===== config.mk =====
export PLATFORM = sky130hd
export DESIGN_NAME = chip_select_sequencer
export DESIGN_NICKNAME = d
export VERILOG_FILES = /design/src/rtl/chip_select_sequencer.sv
export SDC_FILE = /design/constraint.sdc
export NUM_CORES = 1
export LEC_CHECK = 0
export ABC_CLOCK_PERIOD_IN_PS = 3500
export BUFFER_PORTS_ARGS = -buffer_cell sky130_fd_sc_hd__buf_2
export CAP_MARGIN = 20
export CORE_ASPECT_RATIO = 0.5
export CORE_MARGIN = 10
export CORE_UTILIZATION = 39
export CTS_CLUSTER_SIZE = 16
export DETAILED_ROUTE_END_ITERATION = 7
export GPL_TIMING_DRIVEN = 0
export PLACE_DENSITY = 0.65
export SLEW_MARGIN = 0
export SYNTH_ARGS = -nofsm -noshare
export SYNTH_HDL_FRONTEND = slang
export SYNTH_SLANG_ARGS = --single-unit

===== constraint.sdc =====
create_clock -name clk -period 3.5 [get_ports clk]
set_clock_uncertainty 0.1 [all_clocks]
set_input_delay 0.35 -clock clk [delete_from_list [all_inputs] [get_ports clk]]
set_output_delay 0.35 -clock clk [all_outputs]
set_load 0.1 [all_outputs]

===== src/rtl/chip_select_sequencer.sv =====
// Clocked 68000 chip-select decoder: one-hot active-low selects, per-select wait states
// before dtack_n, and a watchdog that raises berr_n on unmapped or disabled accesses.
module chip_select_sequencer #(
    parameter int unsigned SEL_BITS = 3,
    parameter int unsigned WAIT_W   = 4,
    parameter int unsigned TIMEOUT  = 32
) (
    input  logic                               clk,
    input  logic                               rst_n,
    input  logic [SEL_BITS-1:0]                a,
    input  logic                               e1_n,
    input  logic                               e2_n,
    input  logic                               e3,
    input  logic                               as_n,
    input  logic [(2**SEL_BITS)*WAIT_W-1:0]    wait_cfg,
    output logic [(2**SEL_BITS)-1:0]           cs_n,
    output logic                               dtack_n,
    output logic                               berr_n,
    output logic                               busy
);

    localparam int unsigned NUM_CS = 2**SEL_BITS;
    localparam int unsigned TMO_W  = $clog2(TIMEOUT);
    localparam logic [TMO_W-1:0] TMO_LAST = TMO_W'(TIMEOUT - 1);

    localparam logic [2:0] ST_IDLE  = 3'd0;
    localparam logic [2:0] ST_WAIT  = 3'd1;
    localparam logic [2:0] ST_ACK   = 3'd2;
    localparam logic [2:0] ST_UNMAP = 3'd3;
    localparam logic [2:0] ST_BERR  = 3'd4;

    logic [2:0]        state_q, state_d;
    logic [WAIT_W-1:0] cnt_q, cnt_d;
    logic [TMO_W-1:0]  tmo_q, tmo_d;
    logic [NUM_CS-1:0] cs_n_q, cs_n_d;
    logic              dtack_n_q, dtack_n_d;
    logic              berr_n_q, berr_n_d;

    logic              en;
    logic [WAIT_W-1:0] wait_sel;
    logic [NUM_CS-1:0] cs_decode_n;

    assign en          = e3 & ~e2_n & ~e1_n;
    assign wait_sel    = wait_cfg[a*WAIT_W +: WAIT_W];
    assign cs_decode_n = ~(NUM_CS'(1) << a);

    always_comb begin
        state_d   = state_q;
        cnt_d     = cnt_q;
        tmo_d     = tmo_q;
        cs_n_d    = cs_n_q;
        dtack_n_d = dtack_n_q;
        berr_n_d  = berr_n_q;

        case (state_q)
            ST_IDLE: begin
                if (!as_n) begin
                    if (en) begin
                        cnt_d   = wait_sel;
                        cs_n_d  = cs_decode_n;
                        state_d = ST_WAIT;
                    end else begin
                        tmo_d   = '0;
                        state_d = ST_UNMAP;
                    end
                end
            end
            ST_WAIT: begin
                // Strobe withdrawn before the wait count ran out: abandon without dtack.
                if (as_n) begin
                    cs_n_d  = '1;
                    state_d = ST_IDLE;
                end else if (cnt_q == '0) begin
                    dtack_n_d = 1'b0;
                    state_d   = ST_ACK;
                end else begin
                    cnt_d = cnt_q - 1'b1;
                end
            end
            ST_ACK: begin
                if (as_n) begin
                    cs_n_d    = '1;
                    dtack_n_d = 1'b1;
                    state_d   = ST_IDLE;
                end
            end
            ST_UNMAP: begin
                if (as_n) begin
                    state_d = ST_IDLE;
                end else if (tmo_q == TMO_LAST) begin
                    berr_n_d = 1'b0;
                    state_d  = ST_BERR;
                end else begin
                    tmo_d = tmo_q + 1'b1;
                end
            end
            ST_BERR: begin
                if (as_n) begin
                    berr_n_d = 1'b1;
                    state_d  = ST_IDLE;
                end
            end
            default: begin
                cs_n_d    = '1;
                dtack_n_d = 1'b1;
                berr_n_d  = 1'b1;
                state_d   = ST_IDLE;
            end
        endcase
    end

    always_ff @(posedge clk or negedge rst_n) begin
        if (!rst_n) begin
            state_q   <= ST_IDLE;
            cnt_q     <= '0;
            tmo_q     <= '0;
            cs_n_q    <= '1;
            dtack_n_q <= 1'b1;
            berr_n_q  <= 1'b1;
        end else begin
            state_q   <= state_d;
            cnt_q     <= cnt_d;
            tmo_q     <= tmo_d;
            cs_n_q    <= cs_n_d;
            dtack_n_q <= dtack_n_d;
            berr_n_q  <= berr_n_d;
        end
    end

    assign cs_n    = cs_n_q;
    assign dtack_n = dtack_n_q;
    assign berr_n  = berr_n_q;
    assign busy    = (state_q != ST_IDLE);

endmodule


### Word level (Yosys, flattened, before mapping)

Index checks and enable logic that the tools add are counted.

| word-level totals | value |
|---|---|
| flip-flop bits (word level) | 22 |
| output and inout port bits | 11 |
| word-level logic and storage cells | 83 |

| operators by class | value |
|---|---|
| add/subtract/negate cells | 2 |
| eq/ne operators | 20 |
| shifts and indexed selects | 2 |
| multiplexer cells | 29 |
| bitwise logic cells | 8 |
| reduce and logical (&&, ||, !) cells | 16 |

Operator list:

| cell | count |
|---|---|
| $shiftx 32x6->4 | 1 |
| $mux 8 | 3 |
| $pmux 8 s3 | 1 |
| $ne 2x2->1 const B | 11 |
| $mux 5 | 4 |
| $mux 3 | 6 |
| $mux 4 | 4 |
| $reduce_and 4->1 | 4 |
| $pmux 3 s4 | 1 |
| $pmux 5 s2 | 1 |
| $reduce_and 5->1 | 2 |
| $not 8->8 | 1 |
| $pmux 4 s2 | 1 |
| $shl 1x3->8 const A | 1 |
| $eq 3x2->1 const B | 2 |
| $ne 3x3->1 const B | 2 |
| $pmux 1 s3 | 2 |
| $reduce_or 2->1 | 3 |
| $reduce_or 3->1 | 2 |
| $add 5x1->5 const B | 1 |
| $eq 5x5->1 const B | 1 |
| $mux 1 | 5 |
| $not 1->1 | 5 |
| $logic_not 4->1 | 1 |
| 9 further kinds | 12 |

### Longest topological paths before layout

Gate-level depths: netlist (run 1).

| depth | value |
|---|---|
| word-level depth | 6 |
| gate-level depth with buffers | 7 |
| mapped depth without buffers | 7 |

### Worst setup path after synthesis (run 1)

Ideal clock, no wire load.

| timing path | value |
|---|---|
| path type | reg2reg |
| start | reg state_q[1] |
| end | reg tmo_q[0] |
| setup time | 125 ps |
| data arrival time | 1827 ps |
| setup slack | 1448 ps |
| stages on the path, launching flop included | 7 |
| buffers on the path | 1 |
| clock period less this slack | 2052 ps |
| cells stage by stage | dfrtp_1 buf_2 nor3_1 inv_1 nor2_1 o21ai_0 mux2_2 |

| between the ends | value |
|---|---|
| longest elaborated chain between the ends | 3 |
| elaborated cells on any way between the ends | 9 |
| classes of those cells | 5 x eq/ne; 1 x mux; 3 x reduce/logical |

RTL lines:

| item | line | source |
|---|---|---|
| start: declaration | 32 | `logic [2:0] state_q, state_d;` |
| start signal: assignment | 121 | `state_q <= state_d;` |
| $eq 3x2->1 or $logic_not 3->1 (tied branches) | 55 | `case (state_q)` |
| $ne 2x2->1 (no line) or $reduce_bool 2->1 (tied branches) | - |  |
| $reduce_and 5->1 (no line) | - |  |
| end signal: assignment | 123 | `tmo_q <= tmo_d;` |
| end: declaration | 34 | `logic [TMO_W-1:0] tmo_q, tmo_d;` |

Parallel ways exist; a longest one is shown, timed or not.
A chain may end at the register's enable or synchronous reset.

### Worst setup path after layout (run 1)

| timing path | value |
|---|---|
| start | reg tmo_q[0] |
| end | reg tmo_q[3] |

| between the ends | value |
|---|---|
| longest elaborated chain between the ends | 4 |
| elaborated cells on any way between the ends | 7 |
| classes of those cells | 1 x add/sub; 2 x eq/ne; 3 x mux; 1 x reduce/logical |

RTL lines:

| item | line | source |
|---|---|---|
| $add 5x1->5 | 94 | `tmo_d = tmo_q + 1'b1;` |
| $mux 5 | 90 | `end else if (tmo_q == TMO_LAST) begin` |
| $mux 5 | 88 | `if (as_n) begin` |
| $pmux 5 s2 | 55 |  |

Parallel ways exist; a longest one is shown, timed or not. The select of a mux whose other input is x is not followed.

==> results.py, run 1 <==
metrics = {
    "setup_path": {
        "arrival_ns": 2.15,
        "max_stage_delay_ns": 0.41,
        "path_delay_family": "simple AND/OR/NAND/NOR gates",
        "cp_max_fo": 4,
        "r2r_slack_ns": 1.44,
        "crit_buf_inv": 0,
        "crit_required_ns": 3.59,
        "cp_slowest_cell": "dfrtp_1",
        "setup.worst_path.start_class": "flop",
        "r2r-end": "tmo_q[3]$_DFFE_PN0P_",
        "crit_chain": "ha_1 -> and3_1 -> ha_1 -> and4bb_2 -> nand4_1 -> or3_1 -> o21ai_0",
        "r2r.worst_path.cells": 7,
        "end_kind": "flop",
        "r2r_start": "tmo_q[0]$_DFFE_PN0P_",
        "setup.worst_path.class": "flop to flop",
        "crit_top_cell": "ha_1",
    },
    "timing": {
        "fin_crit_ns": 2.06,
        "setup_tns_ns": 0,
        "finalSetupViolCount": 0,
        "tightest_slew_ns": 0.783,
        "slew_viol_final": 0,
        "finalHoldViolations": 0,
        "rsz0062_at_grt": "no",
        "relSlewSlack_pct": 47.7,
        "min_period_over_period_pct": 58.8,
        "max_freq_ghz": 0.486,
    },
    "cells_and_area": {
        "n_fill_cell": 342,
        "multi_input_area_um2": 832,
        "regArea_um2": 563,
        "instances_no_fill": 253,
        "syn2layout_area_growth_pct": 25.5,
        "utilization_pct": 52.2,
        "final_nets": 247,
        "diodes": 0,
        "layout-drive-gt1-share_pct": 42.1,
    },
    "min_path": {
        "min_path_cells": 3,
        "hp-class": "input port to flop",
        "min_from": "a[2]",
        "hold_end": "cnt_q[2]$_DFFE_PN0P_",
    },
    "yosys": {
        "synth-xor-area-share_pct": 0,
        "yosysWarnings": 0,
        "synth_compound_area_share_pct": 20.1,
        "syn-cell-area_um2": 1470,
        "synthMuxAreaShare_pct": 14.1,
        "synth_nets": 192,
        "ys_seq_elements": 22,
        "synth_top_family_by_area": "compound AO/OA/AOI/OAI gates",
        "synthDistinctLibCells": 42,
        "synth_edf_count": 0,
        "netlist_instances": 148,
        "seq_area_frac_synth_pct": 38.4,
        "avgSynthCellArea_um2": 9.92,
        "synth_fa_ha_area_share_pct": 3.24,
        "synth_top_flop_cell": "dfrtp_1",
        "synth_async_sr_flop_share_pct": 100,
        "synth-simple-area-share_pct": 19.3,
    },
    "grt": {
        "grt-ovfl-total": 0,
        "grt_pass1_vias": 1455,
        "antenna_found_initial": 0,
        "grtUsageTotal_pct": 12.1,
        "grt_start_max_net_pins": 23,
        "grt_pass1_wl_mm": 6.88,
    },
    "floorplan": {
        "die_w_um": 107,
        "core_um2": 3530,
        "die_h_um": 63.4,
        "ios": 52,
        "die_area_um2": 6770,
        "initial_core_util_pct": 41.6,
        "rows": 15,
    },
    "clocking": {
        "clockBufferDepth": 2,
        "clk_pin_slew_ns": 0.08,
        "clkSinkCount": 22,
        "cts-root-buf": "clkbuf_8",
        "cts_inserted_buffers": 3,
        "holdBufCountCts": 1,
        "post_cts_buffers": 0,
        "cts_resized": 0,
        "insertion_delay_ns": 0.26,
        "htreeDepth": 1,
        "tritoncts": "yes",
    },
    "detailed_routing": {
        "wl_per_cell_um": 15.8,
        "final_antenna_net_count": 0,
        "drtPass1Iterations": 4,
        "wirelength_mm": 3.99,
        "routed_via_density": 5.39,
        "drc": 0,
        "vias": 1364,
        "drtIter0Drc": 65,
    },
    "run_status": {
        "status": "finished clean",
    },
    "placement": {
        "dp_hpwl_mm": 3.23,
        "numPlacedInstances": 248,
        "place.gp.congestion": 0.818,
        "portBuffers": 49,
    },
    "pwr": {
        "max-vdd-ir-drop_uv": 188,
        "leakage_nw": 0.813,
        "power_density_nw_per_um2": 442,
    },
    "flow_run": {
        "maxCapViolCount": 0,
    },
}
per-layer routing:
layer | up-vias | global-route usage, % | part of all wire [%]
met1 | 654 | 15.7 | 46
li1 | 669 | - | -
met5 | - | 0 | 0
met2 | 39 | 18.3 | 45
met4 | 0 | 2.35 | 0.68
met3 | 2 | 5.17 | 8.1
flip-flops by register name, summed over array words and instances (netlist names):
name / cells
cnt_q: 4
cs_n: 8
berr_n: 1
tmo_q: 5
dtack_n: 1
state_q: 3
worst register-to-register path, stage by stage, from the launching register on:
cell and delay, ns:
dfrtp_1 0.41, ha_1 0.23, and3_1 0.20, ha_1 0.21, and4bb_2 0.34, nand4_1 0.12
or3_1 0.31, o21ai_0 0.07
layout make-up:
type | count | area share, %
Buffer | 8 | 2.11
Clock buffer | 4 | 2.99
Inverter | 9 | 1.83
Multi-Input combinational cell | 109 | 45.2
Sequential cell | 22 | 30.6
Tap cell | 51 | 3.46
Timing Repair Buffer | 50 | 13.9
how the worst max path moves through the flow:
stage                                      start                    to  slack [ns]  cells past startpoint
final                       tmo_q[0]$_DFFE_PN0P_  tmo_q[3]$_DFFE_PN0P_        1.44                      7
after global routing        tmo_q[0]$_DFFE_PN0P_  tmo_q[3]$_DFFE_PN0P_        1.29                      7
after CTS                   tmo_q[0]$_DFFE_PN0P_  tmo_q[3]$_DFFE_PN0P_        1.43                      7
after detailed placement    tmo_q[0]$_DFFE_PN0P_  tmo_q[3]$_DFFE_PN0P_        1.46                      7
after global placement      tmo_q[0]$_DFFE_PN0P_  tmo_q[3]$_DFFE_PN0P_        1.47                      7
after floorplan           state_q[1]$_DFFE_PN0P_  tmo_q[0]$_DFFE_PN0P_        1.45                      6
Yosys cell counts (2+ instances only):
| cell | n | area share (%) |
|---|---|---|
| ha_1 | 3 | 2.6 |
| or3_1 | 3 | 1.3 |
| buf_2 | 7 | 2.4 |
| mux2i_1 | 6 | 4.1 |
| nor2_1 | 10 | 2.6 |
| o22a_1 | 6 | 3.6 |
| o32a_2 | 2 | 1.5 |
| o21ai_0 | 9 | 3.1 |
| nor3_1 | 2 | 0.68 |
| nand2_1 | 10 | 2.6 |
| a21oi_1 | 9 | 3.1 |
| o31ai_1 | 2 | 1.0 |
| nand2b_1 | 3 | 1.3 |
| mux4_2 | 5 | 7.7 |
| and4bb_2 | 2 | 1.7 |
| nand3_1 | 3 | 1.0 |
| dfstp_2 | 10 | 18 |
| mux2_2 | 3 | 2.3 |
| inv_1 | 9 | 2.3 |
| dfrtp_1 | 12 | 20 |
| a22o_1 | 3 | 1.8 |
| and2_1 | 3 | 1.3 |
| o211ai_1 | 2 | 1.0 |
| nand4_1 | 4 | 1.7 |
| nor3b_1 | 3 | 1.5 |
cells by family (layout without fill, tap and decap cells):
group / after synthesis / count (layout)
AND/OR/NAND/NOR: 50 / 50
AO/OA/AOI/OAI: 41 / 41
flip-flops: 22 / 22
buffers and inverters: 17 / 71
multiplexers: 14 / 14
adder cells (fa/ha/maj): 4 / 4
stage by stage:
step	power [mW]	cell area, um2	worst slack [ns]	hold slack, ns
floorplan	0.554	1470	1.45	-0.0456
global placement	0.623	1780	1.47	0.241
detailed placement	0.629	1780	1.46	0.251
CTS	0.815	1840	1.43	0.362
global route	0.865	1840	1.29	0.426
finish	0.814	1840	1.44	0.363
power breakdown:
part,internal [mW],switching (mW)
clock network,0.100,0.0868
registers,0.298,0.0317
logic,0.115,0.182
total,0.513,0.301
layout by cell type (no fill, tap or decap), types with 2 or more instances in the layout:
cell	synthesis	final
o22a_1	6	6
mux2_2	3	3
o21ai_0	9	9
and4bb_2	2	2
nor3_1	2	2
mux4_2	5	5
nor2_1	10	10
ha_1	3	3
nand2b_1	3	3
buf_2	7	56
o32a_2	2	2
a22o_1	3	3
o31ai_1	2	2
dfstp_2	10	10
or3_1	3	3
nand3_1	3	3
dfrtp_1	12	12
nand4_1	4	4
nand2_1	10	10
a21oi_1	9	9
mux2i_1	6	6
and2_1	3	3
o211ai_1	2	2
clkbuf_8	0	4
nor3b_1	3	3
inv_1	9	9
Note: power is estimated with default switching activity, not from simulation.
==> run 2, diff against run 1 <==
Settings changed: ABC_AREA set to 1, ABC_CLOCK_PERIOD_IN_PS 3500 to 2000, PLACE_DENSITY 0.65 to unset.
Clock period 3.5 ns to 2 ns, I/O delays scaled along.
==> run 2 against run 1 <==
Compared with the run above: core utilization decreased by 1.5 points; die area increased by 7.0%; register-to-register slack got worse by 1.1 ns; clock-buffer cell count unchanged; highest routed layer unchanged.
==> results.py, run 2 <==
metrics = {
    "detailed_routing": {
        "final_antenna_net_count": 0,
        "drtIter0Drc": 101,
        "drtPass1Iterations": 4,
        "vias": 1604,
        "wirelength_mm": 4.22,
        "drc": 0,
        "wl_per_cell_um": 12.2,
        "routed_via_density": 4.62,
    },
    "setup_path": {
        "crit_buf_inv": 4,
        "cp_slowest_cell": "dfrtp_1",
        "crit_chain": "inv_1 -> nand2_1 -> nor2_2 -> inv_1 -> buf_2 -> clkbuf_4",
        "crit_top_cell": "inv_1",
        "setup.worst_path.class": "flop to output port",
        "end_kind": "output port",
        "max_stage_delay_ns": 0.45,
        "cp_max_fo": 10,
        "path_delay_family": "buffers and inverters",
        "crit_required_ns": 1.70,
        "arrival_ns": 1.55,
        "setup.worst_path.start_class": "flop",
    },
    "flow_run": {
        "maxCapViolCount": 0,
    },
    "yosys": {
        "synthDistinctLibCells": 28,
        "avgSynthCellArea_um2": 6.72,
        "synth_edf_count": 0,
        "synth_nets": 283,
        "yosysWarnings": 0,
        "synth.top_cells.by_count": "nand2_1 (100), inv_1 (23), nor2_1 (15)",
        "synth_async_sr_flop_share_pct": 100,
        "netlist_instances": 239,
        "seq_area_frac_synth_pct": 35.1,
        "ys_seq_elements": 22,
        "yosysTopAreaCell": "nand2_1",
        "synth_top_flop_cell": "dfrtp_1",
        "syn-cell-area_um2": 1610,
        "synth_area_leaders": "nand2_1 (23%), dfrtp_1 (19%), dfstp_2 (16%), inv_1 (5.4%), o21ai_2 (4.9%)",
        "yosysMostFrequentCell": "nand2_1",
        "synth_top_area_share_pct": 23.4,
    },
    "cells_and_area": {
        "diodes": 0,
        "syn2layout_area_growth_pct": 23.9,
        "final_nets": 338,
        "layout-drive-gt1-share_pct": 30.4,
        "utilization_pct": 50.7,
        "final_common_cell": "nand2_1",
        "largest_reg_flops": 8,
        "final_cell_mix": "nand2_1 (100), buf_2 (51), inv_1 (23), nor2_1 (14), nand3_1 (14)",
    },
    "timing": {
        "relSlewSlack_pct": 67.0,
        "finalSetupViolCount": 0,
        "rsz0062_at_grt": "no",
        "min_period_over_period_pct": 92.3,
        "fin_crit_ns": 1.85,
        "slew_viol_final": 0,
        "tightest_slew_ns": 0.495,
        "finalHoldViolations": 0,
        "setup_tns_ns": 0,
        "max_freq_ghz": 0.542,
    },
    "run_status": {
        "status": "finished clean",
    },
    "floorplan": {
        "ios": 52,
        "die_w_um": 111,
        "die_h_um": 65.4,
        "die_area_um2": 7240,
        "rows": 16,
        "initial_core_util_pct": 40.9,
        "core_um2": 3920,
    },
    "grt": {
        "grt_busiest_layer": "met2",
        "grtUsageTotal_pct": 11.1,
        "grt_use_met2_pct": 19.0,
        "grt_start_max_net_pins": 23,
        "grt_pass1_wl_mm": 6.93,
        "grtUsageMet1_pct": 13.9,
        "antenna_found_initial": 0,
        "grt_pass1_vias": 1546,
        "met3_usage_pct": 2.72,
        "grt-ovfl-total": 0,
    },
    "min_path": {
        "hp-class": "input port to flop",
    },
    "clocking": {
        "clk_pin_slew_ns": 0.08,
        "clockBufferDepth": 2,
        "clkSinkCount": 22,
        "cts-root-buf": "clkbuf_8",
        "cts_inserted_buffers": 3,
        "htreeDepth": 1,
        "tritoncts": "yes",
        "post_cts_buffers": 0,
        "insertion_delay_ns": 0.26,
    },
    "pwr": {
        "leakage_nw": 1.05,
        "p_comb_share_pct": 65.9,
        "max-vdd-ir-drop_uv": 851,
        "clockPowerShare_pct": 9.2,
        "finalPower_mw": 3.38,
        "power_density_nw_per_um2": 1700,
        "switching_share_pct": 57.0,
        "power.internal_mw": 1.45,
        "p_switching_mw": 1.92,
        "p_seq_share_pct": 24.9,
    },
    "placement": {
        "dp_hpwl_mm": 3.50,
        "portBuffers": 49,
        "place.gp.congestion": 0.850,
    },
}
-- run 2: cell count changes after synthesis, moves of 4 or more --
cell	delta
nor3_1	+8
o21ai_2	+9
nand3_1	+11
inv_1	+14
o22a_1	-6
nand2_1	+90
buf_2	-4
mux4_2	-5
a21oi_1	-4
nor2_1	+5
mux2i_1	-6
-- run 2: worst register-to-register path, delay by kind of cell, from the launching register on --
| kind | cells | cell delay [ns] |
|---|---|---|
| flops | 1 | 0.39 |
| fa+ha+maj | 2 | 0.32 |
| buf+inv | 2 | 0.09 |
| simple gates | 5 | 0.61 |
| compound gates | 1 | 0.12 |
-- run 2: final cells by class --
cell class,count,area (um2)
fill,430,1940
multi-input combinational,184,906
sequential,22,563
timing repair buffer,50,258
inverter,26,97.6
tap,54,67.6
clock buffer,4,55.1
buffer,7,41.3
-- run 2: worst paths after layout --
kind                       depth (start not counted)                endpoint                    from  slack (ns)
setup / recovery                                   6                    busy  state_q[1]$_DFFE_PN0P_        0.15
hold / removal                                     2  state_q[2]$_DFFE_PN0P_                    as_n        0.20
setup reg to reg                                  10      berr_n$_DFFE_PN1P_    tmo_q[0]$_DFFE_PN0P_        0.30
hold reg to reg                                    2     dtack_n$_DFFE_PN1P_     dtack_n$_DFFE_PN1P_        0.38
max in group asynchronous                          2     cs_n[2]$_DFFE_PN1P_                   rst_n        1.11
min in group asynchronous                          2  state_q[1]$_DFFE_PN0P_                   rst_n        0.33
-- run 2: power by group through the flow --
stage	Combinational (mW)	Sequential, mW	Clock (mW)
floorplan	1.13	1.56	0
global placement	2.19	0.836	0
detailed placement	2.24	0.849	0
CTS	2.25	0.843	0.332
global route	2.43	0.863	0.340
finish	2.23	0.840	0.312
-- run 2: logic make-up after synthesis --
kind of cell / Yosys count / share of synthesized area, %
AND/OR/NAND/NOR: 152 / 40.9
AO/OA/AOI/OAI: 27 / 11.9
adder cells (fa/ha/maj): 3 / 2.34
XOR/XNOR: 2 / 1.09
buffers and inverters: 33 / 8.65
flip-flops: 22 / 35.1
-- run 2: layer usage --
layer  up-vias  share of wire, %
met5         -                 0
met4         0              0.95
met3         4               4.4
met2        36                44
met1       701                51
li1        863                 -
-- run 2: what timing repair did --
| item | CTS | global route |
|---|---|---|
| setup endpoints to repair | 0 | 1 |
| hold endpoints to repair | 12 | 0 |
| resized for setup | 0 | 2 |
| hold buffers | 1 | 0 |
-- run 2: through the flow --
stage	cells	hold slack, ns	setup WS [ns]	cell area (um2)
2_1_floorplan	239	-0.196	0.397	1610
3_3_place_gp	342	0.0984	0.320	1920
3_5_place_dp	342	0.0919	0.296	1920
4_1_cts	347	0.192	0.0246	1980
5_1_grt	347	0.252	0.0328	1990
6_report	347	0.199	0.154	1990
==> run 3, diff against run 2 <==
Settings changed: CORE_UTILIZATION 39 to 50, PLACE_DENSITY set to 0.79.
==> run 3 against run 2 <==
Compared with the run above: non-clock buffer count is the same; core utilization grew 14 points; sequential power is essentially flat; setup slack gained 0.0030 ns; die area shrank 17%; fmax grew 0.16%; clock-buffer cell count is the same; power shrank 0.62%; routed wire length shrank 4.8%; highest routed layer unchanged.
==> results.py, run 3 (synthesis gave the netlist of run 2 again) <==
metrics = {
    "timing": {
        "holdWs_ns": 0.202,
        "max_freq_ghz": 0.543,
        "slew_viol_final": 0,
        "finalHoldViolations": 0,
        "tightest_slew_ns": 0.485,
        "setup_tns_ns": 0,
        "rsz0062_at_grt": "no",
        "finalWorstSetupSlack_ns": 0.157,
        "fin_crit_ns": 1.84,
        "relSlewSlack_pct": 67.7,
        "finalSetupViolCount": 0,
        "min_period_over_period_pct": 92.1,
    },
    "pwr": {
        "power_density_nw_per_um2": 1700,
        "finalPower_mw": 3.36,
        "max-vdd-ir-drop_uv": 1080,
        "leakage_nw": 1.05,
    },
    "detailed_routing": {
        "routed_via_density": 4.87,
        "drtPass1Iterations": 4,
        "wl_per_cell_um": 12.1,
        "wirelength_mm": 4.02,
        "drc": 0,
        "final_antenna_net_count": 0,
        "vias": 1623,
        "drtIter0Drc": 64,
    },
    "min_path": {
        "min_path_cells": 2,
        "hp-class": "input port to flop",
    },
    "setup_path": {
        "crit_buf_inv": 4,
        "crit_chain": "inv_1 -> nand2_1 -> nor2_2 -> inv_1 -> buf_2 -> clkbuf_4",
        "setup.worst_path.start_class": "flop",
        "end_kind": "output port",
        "worstSetupPathDepth": 6,
        "setup.worst_path.class": "flop to output port",
        "max_stage_delay_ns": 0.45,
        "path_delay_family": "buffers and inverters",
        "cp_slowest_cell": "dfrtp_1",
        "arrival_ns": 1.54,
        "r2r.worst_path.cells": 10,
        "cp_max_fo": 10,
        "crit_required_ns": 1.70,
        "crit_top_cell": "inv_1",
    },
    "floorplan": {
        "die_w_um": 100,
        "die_h_um": 60.1,
        "core_um2": 3030,
        "die_area_um2": 6010,
        "ios": 52,
        "initial_core_util_pct": 53.0,
        "rows": 14,
    },
    "clocking": {
        "cts-root-buf": "clkbuf_8",
        "clk_pin_slew_ns": 0.08,
        "clockBufferDepth": 2,
        "clkSinkCount": 22,
        "htreeDepth": 1,
        "insertion_delay_ns": 0.26,
        "cts_inserted_buffers": 3,
        "tritoncts": "yes",
        "post_cts_buffers": 0,
    },
    "placement": {
        "portBuffers": 49,
        "place.gp.congestion": 0.813,
        "place_ws_ns": 0.306,
        "dp_hpwl_mm": 3.28,
        "place_area_um2": 1900,
    },
    "cells_and_area": {
        "layout-drive-gt1-share_pct": 30.4,
        "largest_reg_flops": 8,
        "final_cell_mix": "nand2_1 (100), buf_2 (51), inv_1 (23), nor2_1 (14), nand3_1 (14)",
        "final_nets": 338,
        "fin_area_um2": 1970,
        "final_common_cell": "nand2_1",
        "diodes": 0,
        "syn2layout_area_growth_pct": 22.8,
    },
    "grt": {
        "grtUsageTotal_pct": 13.3,
        "grt_start_max_net_pins": 23,
        "grt_pass1_wl_mm": 6.70,
        "grt-ovfl-total": 0,
        "grt_pass1_vias": 1468,
        "antenna_found_initial": 0,
    },
    "run_status": {
        "status": "finished clean",
    },
    "flow_run": {
        "maxCapViolCount": 0,
    },
}
[run 3: where the power goes]
group / internal (mW) / leakage, nW / switching (mW)
logic: 0.562 / 0.758 / 1.65
registers: 0.715 / 0.261 / 0.124
clock network: 0.175 / 0.0288 / 0.136
[run 3: worst register-to-register path: stages, from the launching register on]
cell     delay (ns)
dfrtp_1        0.40
ha_1           0.19
nand2_1        0.07
nor2_1         0.09
ha_1           0.14
inv_1          0.04
nand2_2        0.11
inv_1          0.06
nor3_1         0.24
nand2_1        0.10
o21a_1         0.11
[run 3: path summary, 6_finish.rpt]
path                                        start                     end  slack (ns)
min in group asynchronous                   rst_n  state_q[1]$_DFFE_PN0P_        0.33
max reg2reg                  tmo_q[0]$_DFFE_PN0P_      berr_n$_DFFE_PN1P_        0.28
max                        state_q[1]$_DFFE_PN0P_                    busy        0.16
min reg2reg                   dtack_n$_DFFE_PN1P_     dtack_n$_DFFE_PN1P_        0.36
max in group asynchronous                   rst_n     cs_n[1]$_DFFE_PN1P_        1.11
min                                          as_n  state_q[2]$_DFFE_PN0P_        0.20
[run 3: area by class of cell]
class | count | area, um2
buffer | 7 | 41.3
clock buffer | 4 | 55.1
fill | 279 | 1060
inverter | 26 | 97.6
multi-input combinational | 184 | 906
sequential | 22 | 563
tap | 40 | 50.0
timing repair buffer | 50 | 258
[run 3: what timing repair did]
item / CTS / global route
setup endpoints to repair: 0 / 1
gates resized for setup: 0 / 2
hold buffers: 1 / 0
hold endpoints to repair: 12 / 0
[run 3: metrics by stage]
step	instances	utilization (%)
2_1_floorplan	239	-
3_3_place_gp	328	62.7
3_5_place_dp	328	62.7
4_1_cts	333	64.9
5_1_grt	333	65.0
6_report	333	65.0
[run 3: metal layers]
metal  track usage, %  vias up  part of all wire (%)
li1                 -      864                     -
met1             16.3      720                    46
met2             22.2       35                    45
met3             3.91        4                   8.3
met4             3.80        0                  0.94
met5                0        -                     0
